$ cat src/rtl/dii_package.sv
// Shared DII ring definitions: flit layout, header width, packetizer states.
// Latency: n/a (types and constants only).
// Backpressure: n/a.
//
// Contents:
//   DII_DATA_W   - payload width of one flit
//   DII_HDR_W    - width of the host length header and the remaining-word counter
//   dii_flit     - {data, last, valid} as carried on ring ports
//   pktz_state_e - host packetizer FSM states
package dii_package;

    localparam int DII_DATA_W = 16;
    localparam int DII_HDR_W  = 16;

    typedef struct packed {
        logic [DII_DATA_W-1:0] data;
        logic                  last;
        logic                  valid;
    } dii_flit;

    typedef enum logic [1:0] {
        ST_IDLE = 2'd0,
        ST_FWD  = 2'd1,
        ST_DROP = 2'd2
    } pktz_state_e;

endpackage

$ cat src/rtl/dii_skid_buffer.sv
// Two-entry FIFO output stage for a DII port; out_flit is driven straight from a register.
// Latency: a flit pushed in cycle t is visible on out_flit in cycle t+1.
// Backpressure: full is a registered flag (no path from out_ready); push and pop may coincide.
//
// Ports:
//   clk, rst   - clock, asynchronous active-low reset
//   in_flit    - flit to enqueue; in_flit.valid is the push strobe (ignored while full)
//   full       - both entries occupied
//   out_flit   - head entry; out_flit.valid=0 when empty
//   out_ready  - downstream accepts the head entry
module dii_skid_buffer
    import dii_package::*;
#(
    parameter type flit_t = dii_flit
)
(
    input  logic  clk,
    input  logic  rst,
    input  flit_t in_flit,
    output logic  full,
    output flit_t out_flit,
    input  logic  out_ready
);

    flit_t      head_q;
    flit_t      tail_q;
    logic [1:0] count_q;
    logic       push;
    logic       pop;

    assign full     = (count_q == 2'd2);
    assign push     = in_flit.valid && !full;
    assign pop      = head_q.valid && out_ready;
    assign out_flit = head_q;

    // head_q.valid tracks "occupancy != 0" so the head register alone drives the port.
    always_ff @(posedge clk or negedge rst) begin
        if (!rst) begin
            head_q  <= '0;
            tail_q  <= '0;
            count_q <= 2'd0;
        end else begin
            case ({push, pop})
                2'b11: begin
                    // Push is only possible with one entry here, so the new flit
                    // lands directly in the head as the old head leaves.
                    head_q <= in_flit;
                end
                2'b10: begin
                    if (count_q == 2'd0) begin
                        head_q <= in_flit;
                    end else begin
                        tail_q <= in_flit;
                    end
                    count_q <= count_q + 2'd1;
                end
                2'b01: begin
                    if (count_q == 2'd2) begin
                        head_q <= tail_q;
                    end else begin
                        head_q.valid <= 1'b0;
                    end
                    count_q <= count_q - 2'd1;
                end
                default: begin
                end
            endcase
        end
    end

endmodule

$ cat src/rtl/dii_host_packetizer.sv
// Turns the length-prefixed GLIP host word stream into DII flits with a last marker, dropping malformed packets.
// Latency: payload word accepted in cycle t appears on dii_out in cycle t+1; headers are never forwarded.
// Backpressure: glip_in_ready falls only in FWD with the output buffer full; IDLE and DROP always accept.
//
// Ports:
//   clk, rst       - clock, asynchronous active-low reset
//   glip_in_*      - host word stream (data/valid/ready)
//   dii_out        - outgoing flit {data, last, valid}, registered
//   dii_out_ready  - downstream accepts the flit
//   drop_pulse     - one cycle high after a rejected header
//   drop_cnt       - saturating count of rejected packets
module dii_host_packetizer
    import dii_package::*;
#(
    parameter int MAX_PKT_LEN = 12,
    parameter int DROP_CNT_W  = 16
)
(
    input  logic                  clk,
    input  logic                  rst,
    input  logic [15:0]           glip_in_data,
    input  logic                  glip_in_valid,
    output logic                  glip_in_ready,
    output dii_flit               dii_out,
    input  logic                  dii_out_ready,
    output logic                  drop_pulse,
    output logic [DROP_CNT_W-1:0] drop_cnt
);

    localparam logic [DII_HDR_W-1:0] MAX_LEN = DII_HDR_W'(MAX_PKT_LEN);

    pktz_state_e          state_q;
    logic [DII_HDR_W-1:0] rem_q;
    logic                 ready_en_q;
    logic                 skid_full;
    logic                 word_xfer;
    dii_flit              push_flit;

    // ready_en_q keeps glip_in_ready low while in reset and for the first edge after release.
    assign glip_in_ready = ready_en_q && !((state_q == ST_FWD) && skid_full);
    assign word_xfer     = glip_in_valid && glip_in_ready;

    always_comb begin
        push_flit       = '0;
        push_flit.data  = glip_in_data;
        push_flit.last  = (rem_q == DII_HDR_W'(1));
        push_flit.valid = word_xfer && (state_q == ST_FWD);
    end

    always_ff @(posedge clk or negedge rst) begin
        if (!rst) begin
            state_q    <= ST_IDLE;
            rem_q      <= '0;
            ready_en_q <= 1'b0;
            drop_pulse <= 1'b0;
            drop_cnt   <= '0;
        end else begin
            ready_en_q <= 1'b1;
            drop_pulse <= 1'b0;
            case (state_q)
                ST_IDLE: begin
                    if (word_xfer) begin
                        if (glip_in_data == '0) begin
                            drop_pulse <= 1'b1;
                            if (drop_cnt != '1) begin
                                drop_cnt <= drop_cnt + 1'b1;
                            end
                        end else if (glip_in_data > MAX_LEN) begin
                            // Oversized packet: swallow its payload so the host stream stays framed.
                            state_q    <= ST_DROP;
                            rem_q      <= glip_in_data;
                            drop_pulse <= 1'b1;
                            if (drop_cnt != '1) begin
                                drop_cnt <= drop_cnt + 1'b1;
                            end
                        end else begin
                            state_q <= ST_FWD;
                            rem_q   <= glip_in_data;
                        end
                    end
                end
                ST_FWD, ST_DROP: begin
                    if (word_xfer) begin
                        rem_q <= rem_q - 1'b1;
                        if (rem_q == DII_HDR_W'(1)) begin
                            state_q <= ST_IDLE;
                        end
                    end
                end
                default: begin
                    state_q <= ST_IDLE;
                end
            endcase
        end
    end

    dii_skid_buffer #(
        .flit_t (dii_flit)
    ) u_skid (
        .clk       (clk),
        .rst       (rst),
        .in_flit   (push_flit),
        .full      (skid_full),
        .out_flit  (dii_out),
        .out_ready (dii_out_ready)
    );

endmodule
$ cat config.mk
export PLATFORM = sky130hd
export DESIGN_NAME = dii_host_packetizer
export DESIGN_NICKNAME = d
export VERILOG_FILES = /design/src/rtl/dii_package.sv /design/src/rtl/dii_skid_buffer.sv /design/src/rtl/dii_host_packetizer.sv
export SDC_FILE = /design/constraint.sdc
export NUM_CORES = 1
export LEC_CHECK = 0
export ABC_CLOCK_PERIOD_IN_PS = 3400
export BUFFER_PORTS_ARGS = -buffer_cell sky130_fd_sc_hd__buf_2
export CAP_MARGIN = 20
export CORE_ASPECT_RATIO = 0.6
export CORE_MARGIN = 5
export CORE_UTILIZATION = 62
export DETAILED_ROUTE_END_ITERATION = 8
export PLACE_DENSITY = 0.95
export SYNTH_ARGS = -nofsm -noshare
export SYNTH_HDL_FRONTEND = slang
export SYNTH_SLANG_ARGS = --single-unit
$ cat constraint.sdc
create_clock -name clk -period 3.4 [get_ports clk]
set_clock_uncertainty 0.05 [all_clocks]
set_input_delay 0.68 -clock clk [delete_from_list [all_inputs] [get_ports clk]]
set_output_delay 0.68 -clock clk [all_outputs]
set_load 0.05 [all_outputs]
==> reports/qor.csv, run 1 <==
metric,value,unit
"commonest non-fill, non-tap cell in the layout",dfrtp_1,
clock root cell,clkbuf_8,
CP max-delay cell,o311ai_4,
Core ar.,6060,sq um
combinational group share of total power,28.6,%
status,finished clean,
RSZ-0062 raised after global routing,no,
initial antenna violation count,0,
Critical Path AT,2.88,ns
synthesized flop and latch total,74,
Setup Buffers After CTS,0,
drt pass-1 iters,7,
Final Hold Fails,0,
detailed-route DRC error count,0,
I/O pin count,56,
adder-cell area share of the yosys netlist,2.60,%
Lkg Pwr,2.10,nW
first-pass GRT wire length,16.5,mm
total gr overflow,0,
Crit Path Max Fanout,16,
RePlAce Congestion,0.976,
setup TNS,0,ns
starting density of the core,63.5,%
share of cells above drive strength 1,23.2,%
FF/Latch Area,1850,sq um
Register-to-Register Path Depth,5,
wire per inst,19.6,microns
multiplexer share of the synthesized area,9.07,%
largest net degree at the start of global routing,42,
number of global-route vias before repair,3210,
clock power share,27.9,%
Hold Path Class,primary input to asynchronous set/reset pin,
Total Die Area,7930,sq um
dpl cells,503,
YS warnings,0,
hold_buf cts,0,
Required @ worst endpoint,3.59,ns
First DRT Iteration DRCs,366,
Post-synth EDFFs,0,
part of the Yosys area used for sequential elements,48.1,%
Synth cell types,56,
Setup CP Type,primary input to register,
Critical Path End Type,register,
critical-path cell list,"buf_2, nor4_1, nand3_1, o311ai_4, nor2_1, mux2_2",
fin cells,519,
Synth Area in XOR/XNOR,4.10,%
Total GRT Usage,26.0,%
fmax,372,MHz
"Design Area, Final",4410,sq um
"Avg Cell Area, Syn",10.2,sq um
CP startpoint kind,primary input,
Filler cells,413,
area grow syn2layout,14.6,%
main combinational cell family by area after synthesis,simple AND/OR/NAND/NOR gates,
Sw Ratio,37.5,%
period utilization,79.1,%
placed instance area,4180,sq um
PostCTS Resize Cnt,0,
Power per Cell Area,614,nW/um^2
Nets,459,
P_sw,1.01,mW
VDD IR max,0.000415,V
"slowest stage delay, CP",0.71,ns
post-synthesis compound-gate area fraction,14.0,%
highest-count cells in the layout ignoring fill and taps,"74 x dfrtp_1, 55 x buf_2, 40 x nand2_1, 35 x o21ai_0, 20 x nor2_1",
DP Worst Slack,0.395,ns
"CTS clk-pin slew, worst paths",0.08,ns
DRT Wirelength,10.2,mm
worst skew pair latency,0.36,ns
setup violators final,0,
drt via density,6.49,
Post-Synth Simple-Gate Area,17.9,%
fin worst setup slack,0.710,ns
worst slew pin tran,0.883,ns
Port Buffers,55,
CTS sink cnt,74,
internal reg-to-reg setup slack,0.78,ns
max-cap check violation count,0,
Max Root-Sink Buffers,2,
top_reg_cell synth,dfrtp_1,
post-route ant nets,0,
Seq pwr share,43.5,%
Post-Syn Instances,377,
async set-reset flop share out of synthesis,100,%
post-synth net total,405,
minimum clock period,2.69,ns
H-tree depth,3,
Slew Limit Fails,0,
Inserted Clock Buffers,9,
Die W,112,microns
n_diodes,0,
Crit Reg-Reg Startpoint,rem_q[6],
Critical Path Start,glip_in_data[10],
Worst slew margin,40.6,%
# rows,22,
Multi-input gate area,1840,sq um
mapped cell area,3850,sq um
die height,71.0,microns
P_int,1.69,mW
TritonCTS clock tree,yes,
Via Count,3367,
dpl hpwl,7.30,mm
cell usage after synthesis, drive strengths merged, types with 6 or more instances:
| library cell | instances | area share [%] |
|---|---|---|
| a21oi | 11 | 1.4 |
| mux2i | 18 | 4.7 |
| clkbuf | 11 | 1.1 |
| ha | 8 | 2.6 |
| nor3 | 11 | 1.4 |
| mux2 | 15 | 4.4 |
| buf | 6 | 1.3 |
| inv | 15 | 1.5 |
| xor2 | 15 | 3.4 |
| dfrtp | 74 | 48 |
| o21ai | 38 | 5.3 |
| nor2 | 20 | 2.0 |
| nand4 | 8 | 1.3 |
| nand2 | 40 | 3.9 |
| nor4 | 12 | 2.1 |
| nand3 | 12 | 1.7 |
layout make-up:
type                       count  area share (%)
sequential                    74            42.0
clock buffer                   9            2.81
timing repair buffer          61            7.72
clock inverter                 6            2.04
inverter                      15            1.28
tap                           84            2.38
multi-input combinational    270            41.8
power groups by stage:
| stage | logic [mW] | registers (mW) | clock network (mW) |
|---|---|---|---|
| 3_5_place_dp | 0.755 | 1.18 | 0 |
| 5_1_grt | 0.842 | 1.19 | 0.803 |
| 3_3_place_gp | 0.716 | 1.17 | 0 |
| 2_1_floorplan | 0.510 | 1.23 | 0 |
| 4_1_cts | 0.762 | 1.17 | 0.756 |
| 6_report | 0.775 | 1.18 | 0.754 |
routing by layer:
metal,vias up,GRT usage [%],share of wire [%]
li1,1489,-,-
met1,1644,35.7,43
met2,196,39.4,45
met3,38,8.80,9.5
met4,0,8.10,2.4
met5,-,0,0
kinds of logic after synthesis:
logic type | after synthesis
multiplexers | 33
other | 1
AO/OA/AOI/OAI | 79
buffers and inverters | 33
adder cells (fa/ha/maj) | 8
XOR/XNOR | 18
flip-flops | 74
AND/OR/NAND/NOR | 131
path summary, 6_finish.rpt:
| kind | to |
|---|---|
| worst max-delay path | drop_cnt[1] |
| worst min-delay path | u_skid.out_flit[13] |
| worst max register to register | rem_q[13] |
| worst min register to register | u_skid.out_flit[9] |
| max in group asynchronous | rem_q[0] |
| min in group clk | u_skid.out_flit[9] |
state kept, by name (all words and copies together) (netlist names):
| register | cells |
|---|---|
| state_q | 2 |
| rem_q | 16 |
| drop_cnt | 16 |
| u_skid.out_flit | 18 |
| u_skid.tail_q | 18 |
| ready_en_q | 1 |
| drop_pulse | 1 |
| u_skid.count_q | 2 |
per-stage QoR:
stage | hold slack (ns) | power, mW | util (%)
after floorplan | 0.334 | 1.74 | -
after global placement | 0.407 | 1.88 | 69.0
after detailed placement | 0.420 | 1.94 | 69.0
after CTS | 0.376 | 2.68 | 72.6
after global routing | 0.411 | 2.84 | 72.8
final | 0.353 | 2.71 | 72.8
worst max-delay path: cells and delay by family:
family,cells,cell delay (ns)
mux,1,0.31
buf+inv,1,0.12
compound gates,1,0.71
simple gates,3,1.05
No activity file was read; power rests on OpenSTA's default activity.
==> run 2: changes to the inputs <==
--- a/config.mk
+++ b/config.mk
@@ -5,14 +5,15 @@
 export SDC_FILE = /design/constraint.sdc
 export NUM_CORES = 1
 export LEC_CHECK = 0
-export ABC_CLOCK_PERIOD_IN_PS = 3400
+export ABC_AREA = 1
+export ABC_CLOCK_PERIOD_IN_PS = 2600
 export BUFFER_PORTS_ARGS = -buffer_cell sky130_fd_sc_hd__buf_2
 export CAP_MARGIN = 20
 export CORE_ASPECT_RATIO = 0.6
 export CORE_MARGIN = 5
-export CORE_UTILIZATION = 62
+export CORE_UTILIZATION = 58
 export DETAILED_ROUTE_END_ITERATION = 8
-export PLACE_DENSITY = 0.95
+export PLACE_DENSITY = 0.89
 export SYNTH_ARGS = -nofsm -noshare
 export SYNTH_HDL_FRONTEND = slang
 export SYNTH_SLANG_ARGS = --single-unit
==> constraint.sdc (replaced) <==
create_clock -name clk -period 2.6 [get_ports clk]
set_clock_uncertainty 0.05 [all_clocks]
set_input_delay 0.52 -clock clk [delete_from_list [all_inputs] [get_ports clk]]
set_output_delay 0.52 -clock clk [all_outputs]
set_load 0.05 [all_outputs]
==> run 2 against run 1 <==
Cell count rose by 36%. Synthesized cell count up 48%. Global-route usage shrank 1.6 points. Largest cell class is now multi-input combinational cells.
==> reports/qor.csv, run 2 <==
metric,value,unit
fin cells,707,
clock root cell,clkbuf_16,
RSZ-0062 raised after global routing,no,
Tot Pwr,4.01,mW
Setup Buffers After CTS,0,
Nets,643,
Crit Path Max Fanout,33,
Hold Path Class,primary input to asynchronous set/reset pin,
hold_buf cts,0,
Critical Path End Type,register,
CP startpoint kind,register,
number of global-route vias before repair,3475,
max-cap check violation count,0,
mapped cell area,4040,sq um
VDD IR max,0.000578,V
placed instance area,4390,sq um
Die W,118,microns
synth cell count leaders,"207 x nand2_1, 75 x o21ai_0, 74 x dfrtp_1, 53 x nor2_1, 48 x inv_1",
initial antenna violation count,0,
drt pass-1 iters,8,
Synth cell types,27,
top-count cell post-synth,nand2_1,
Port Buffers,55,
status,finished clean,
TritonCTS clock tree,yes,
post-synth top area share,45.8,%
wire per inst,14.5,microns
Synth area leader,dfrtp_1,
First DRT Iteration DRCs,467,
part of the Yosys area used for sequential elements,45.8,%
detailed-route DRC error count,0,
drt via density,5.40,
Register-to-Register Path Depth,11,
setup violators final,0,
die height,74.7,microns
highest-count cells in the layout ignoring fill and taps,"207 x nand2_1, 74 x o21ai_0, 74 x dfrtp_1, 55 x buf_2, 53 x nor2_1",
share of cells above drive strength 1,13.2,%
Core ar.,6730,sq um
setup TNS,0,ns
"CTS clk-pin slew, worst paths",0.06,ns
hold_ws,0.130,ns
Post-Syn Instances,558,
"Avg Cell Area, Syn",7.25,sq um
Crit Reg-Reg Startpoint,state_q[1],
minimum clock period,2.33,ns
FF-to-FF End,u_skid.out_flit[14],
post-route ant nets,0,
dpl hpwl,7.42,mm
dpl cells,691,
largest net degree at the start of global routing,37,
Lkg Pwr,2.48,nW
"commonest non-fill, non-tap cell in the layout",nand2_1,
YS warnings,0,
fmax,430,MHz
RePlAce Congestion,0.939,
Required @ worst endpoint,2.75,ns
Worst slew margin,61.2,%
top_reg_cell synth,dfrtp_1,
first-pass GRT wire length,17.2,mm
Final Hold Fails,0,
Via Count,3820,
post-synth net total,586,
# rows,23,
H-tree depth,3,
DRT Wirelength,10.2,mm
I/O pin count,56,
Power per Cell Area,859,nW/um^2
worst slew pin tran,0.582,ns
synthesized flop and latch total,74,
area grow syn2layout,15.5,%
largest cells by area after synthesis,"dfrtp_1 46%, nand2_1 19%, o21ai_0 9.3%",
CTS sink cnt,74,
Total Die Area,8800,sq um
Critical Path AT,2.48,ns
async set-reset flop share out of synthesis,100,%
Inserted Clock Buffers,9,
"Design Area, Final",4670,sq um
internal reg-to-reg setup slack,0.27,ns
period utilization,89.5,%
worst skew pair latency,0.34,ns
starting density of the core,60.1,%
total gr overflow,0,
Post-synth EDFFs,0,
Slew Limit Fails,0,
Setup CP Type,register to register,
Max Root-Sink Buffers,2,
n_diodes,0,
Total GRT Usage,24.4,%
run 2: cell types whose count changed after synthesis, sizes merged, moves of 8 or more:
cell / previous run / this run
nand2: 40 / 207
mux2: 15 / 0
nor3: 11 / 3
a21oi: 11 / 2
o21ai: 38 / 76
nor4: 12 / 0
nand3: 12 / 42
mux2i: 18 / 0
xor2: 15 / 7
nor2: 20 / 55
inv: 15 / 48
run 2: timing repair:
item,4_1_cts,5_1_grt
hold endpoints to repair,0,0
resized for setup,0,1
setup endpoints to repair,0,1
run 2: logic make-up after synthesis:
group           Yosys count  synth area share, %
other cells               1               0.0927
fa+ha+maj                 8                 2.48
xor+xnor                 16                 3.47
buf+inv                  68                 7.24
compound gates           81                 10.2
simple gates            310                 30.8
flops                    74                 45.8
run 2: stage by stage:
stage               util [%]  setup WS, ns
CTS                     69.4         0.288
global route            69.4        0.0388
global placement        65.2         0.482
floorplan                  -         0.256
detailed placement      65.2         0.319
finish                  69.4         0.274
run 2: worst max path at each step:
| stage | depth (start not counted) | start | endpoint | slack, ns |
|---|---|---|---|---|
| floorplan | 13 | state_q[0] | u_skid.out_flit[5] | 0.26 |
| global placement | 11 | state_q[1] | u_skid.out_flit[5] | 0.48 |
| detailed placement | 11 | state_q[1] | u_skid.out_flit[14] | 0.32 |
| CTS | 11 | state_q[1] | u_skid.out_flit[14] | 0.29 |
| global route | 11 | state_q[1] | u_skid.out_flit[14] | 0.04 |
| finish | 11 | state_q[1] | u_skid.out_flit[14] | 0.27 |
run 2: layer usage:
metal / global-route usage (%) / routed length, microns / part of all wire [%]
met1: 35.2 / 4640 / 45
met2: 36.1 / 4390 / 43
met3: 7.51 / 1090 / 11
met4: 7.38 / 120 / 1.2
met5: 0 / 0 / 0
run 2: power by group:
part           switching [mW]  leakage [nW]  internal (mW)  total (mW)
Clock                   0.501         0.124          0.675        1.18
Combinational           0.919          1.36          0.400        1.32
Sequential              0.199          1.00           1.32        1.52
run 2: layout make-up:
type                            instances  area [sq um]
Clock inverter                          5          38.8
Multi-Input combinational cell        416          1900
Sequential cell                        74          1850
Tap cell                               87           109
Timing Repair Buffer                   64           343
Inverter                               50           188
Fill cell                             556          2060
Clock buffer                           11           243
run 2: critical path: stages (launching register included):
cell,delay (ns)
dfrtp_1,0.38
inv_1,0.08
ha_1,0.18
nand3_1,0.11
nand2_1,0.07
inv_1,0.05
nand3_1,0.16
ha_1,0.28
clkinv_1,0.13
buf_4,0.24
o21ai_0,0.28
o21ai_0,0.15
==> run 3: changes to the inputs <==
--- a/config.mk
+++ b/config.mk
@@ -6,7 +6,7 @@
 export NUM_CORES = 1
 export LEC_CHECK = 0
 export ABC_AREA = 1
-export ABC_CLOCK_PERIOD_IN_PS = 2600
+export ABC_CLOCK_PERIOD_IN_PS = 2400
 export BUFFER_PORTS_ARGS = -buffer_cell sky130_fd_sc_hd__buf_2
 export CAP_MARGIN = 20
 export CORE_ASPECT_RATIO = 0.6
@@ -14,6 +14,7 @@
 export CORE_UTILIZATION = 58
 export DETAILED_ROUTE_END_ITERATION = 8
 export PLACE_DENSITY = 0.89
+export SLEW_MARGIN = 20
 export SYNTH_ARGS = -nofsm -noshare
 export SYNTH_HDL_FRONTEND = slang
 export SYNTH_SLANG_ARGS = --single-unit
==> constraint.sdc (replaced) <==
create_clock -name clk -period 2.4 [get_ports clk]
set_clock_uncertainty 0.05 [all_clocks]
set_input_delay 0.48 -clock clk [delete_from_list [all_inputs] [get_ports clk]]
set_output_delay 0.48 -clock clk [all_outputs]
set_load 0.005 [all_outputs]
==> run 3 against run 2 <==
Combinational power about the same. Clock power rose by 9%. Cell count fell by 0.14%. Sequential share of layout area down 0.16 points. Cell area increased by 0.40%.
==> reports/qor.csv, run 3 (same netlist as run 2, synthesis figures left out) <==
metric,value,unit
Setup Buffers After CTS,0,
total gr overflow,0,
I/O pin count,56,
Slew Limit Fails,0,
Critical Path AT,2.33,ns
Max Root-Sink Buffers,2,
H-tree depth,3,
TritonCTS clock tree,yes,
clock root cell,clkbuf_16,
# rows,23,
Setup CP Type,register to register,
Filler cells,510,
highest-count cells in the layout ignoring fill and taps,"207 x nand2_1, 75 x o21ai_0, 74 x dfrtp_1, 55 x buf_2, 53 x nor2_1",
Crit Path Max Fanout,34,
worst skew pair latency,0.33,ns
Multi-input gate area,1900,sq um
setup violators final,0,
starting density of the core,60.1,%
die height,74.7,microns
post-route ant nets,0,
dpl hpwl,7.31,mm
"commonest non-fill, non-tap cell in the layout",nand2_1,
hold_ws,0.102,ns
Worst slew margin,59.3,%
drt via density,5.46,
wire per inst,14.2,microns
Port Buffers,55,
hold_buf cts,0,
Nets,643,
largest net degree at the start of global routing,49,
VDD IR max,0.000498,V
detailed-route DRC error count,0,
initial antenna violation count,0,
CTS sink cnt,74,
fin cells,706,
Via Count,3857,
status,finished clean,
minimum clock period,2.17,ns
First DRT Iteration DRCs,533,
RePlAce Congestion,0.932,
Die W,118,microns
Core ar.,6730,sq um
FF/Latch Area,1850,sq um
number of global-route vias before repair,3389,
worst slew pin tran,0.611,ns
Final Hold Fails,0,
dpl cells,691,
Total GRT Usage,23.8,%
"CTS clk-pin slew, worst paths",0.06,ns
Inserted Clock Buffers,9,
RSZ-0062 raised after global routing,no,
share of cells above drive strength 1,13.2,%
max-cap check violation count,0,
n_diodes,0,
CP startpoint kind,register,
area grow syn2layout,16.0,%
period utilization,90.5,%
Lkg Pwr,2.50,nW
DRT Wirelength,9.99,mm
Hold Path Class,primary input to asynchronous set/reset pin,
drt pass-1 iters,5,
setup TNS,0,ns
Required @ worst endpoint,2.56,ns
Total Die Area,8800,sq um
Critical Path End Type,register,
first-pass GRT wire length,16.6,mm
fmax,461,MHz
Power per Cell Area,902,nW/um^2
run 3: cell types whose count changed in the layout (fill, tap and decap cells not counted):
| cell | delta |
|---|---|
| buf_12 | +1 |
| buf_4 | -1 |
| bufinv_16 | +1 |
| clkbuf_8 | -1 |
| clkinv_2 | +2 |
| clkinv_4 | +1 |
| clkinvlp_4 | -3 |
| ha_1 | -1 |
| ha_2 | +1 |
| inv_6 | -1 |
| o21ai_0 | +1 |
| o21ai_1 | -1 |
run 3: timing repair:
item                                   CTS  global route
setup endpoints to repair                0             2
endpoints found under the hold margin    0             0
gates resized for setup                  0             1
run 3: path summary, 6_finish.rpt:
| path | from | endpoint | slack [ns] | cells after the start |
|---|---|---|---|---|
| max | state_q[1] | u_skid.out_flit[11] | 0.23 | 11 |
| min | rst | u_skid.out_flit[11] | 0.10 | 1 |
| max reg2reg | state_q[1] | u_skid.out_flit[11] | 0.23 | 11 |
| min reg2reg | u_skid.out_flit[11] | u_skid.out_flit[11] | 0.43 | 2 |
| max in group asynchronous | rst | rem_q[3] | 1.52 | 2 |
| min in group clk | glip_in_data[6] | u_skid.tail_q[8] | 0.42 | 3 |
run 3: final cells by class:
type | count | area share, %
repair buffers | 64 | 7.58
well taps | 87 | 2.32
clock buffers | 10 | 4.88
flip-flops and latches | 74 | 39.5
inverters | 50 | 4.00
clock inverters | 5 | 1.20
multi-input cells | 416 | 40.5
run 3: critical path, stage by stage, from the launching register on:
cell	delay, ns
dfrtp_1	0.37
inv_1	0.08
ha_1	0.17
nand3_1	0.10
nand2_1	0.07
inv_1	0.04
nand3_1	0.18
ha_2	0.28
clkinv_1	0.11
buf_4	0.24
o21ai_0	0.23
o21ai_0	0.12
run 3: per-stage QoR:
step                      instance area (sq um)  setup WS, ns  total power, mW  utilization [%]
after floorplan                            4040         0.426             2.57                -
after global placement                     4400         0.399             2.86             65.4
after detailed placement                   4400         0.300             2.92             65.4
after CTS                                  4690         0.198             4.23             69.6
after global routing                       4690        0.0410             4.52             69.7
final                                      4690         0.229             4.23             69.7
run 3: power by group:
group / total (mW) / internal [mW] / switching, mW
clock: 1.29 / 0.796 / 0.497
combinational: 1.31 / 0.445 / 0.861
sequential: 1.63 / 1.43 / 0.206
run 3: routing by layer:
layer	global-route usage [%]	routed length (microns)	part of all wire, %	up-vias
li1	-	-	-	1875
met1	34.6	4710	47	1783
met2	35.2	4300	43	183
met3	5.93	869	8.7	16
met4	8.52	109	1.1	0
met5	0	0	0	-
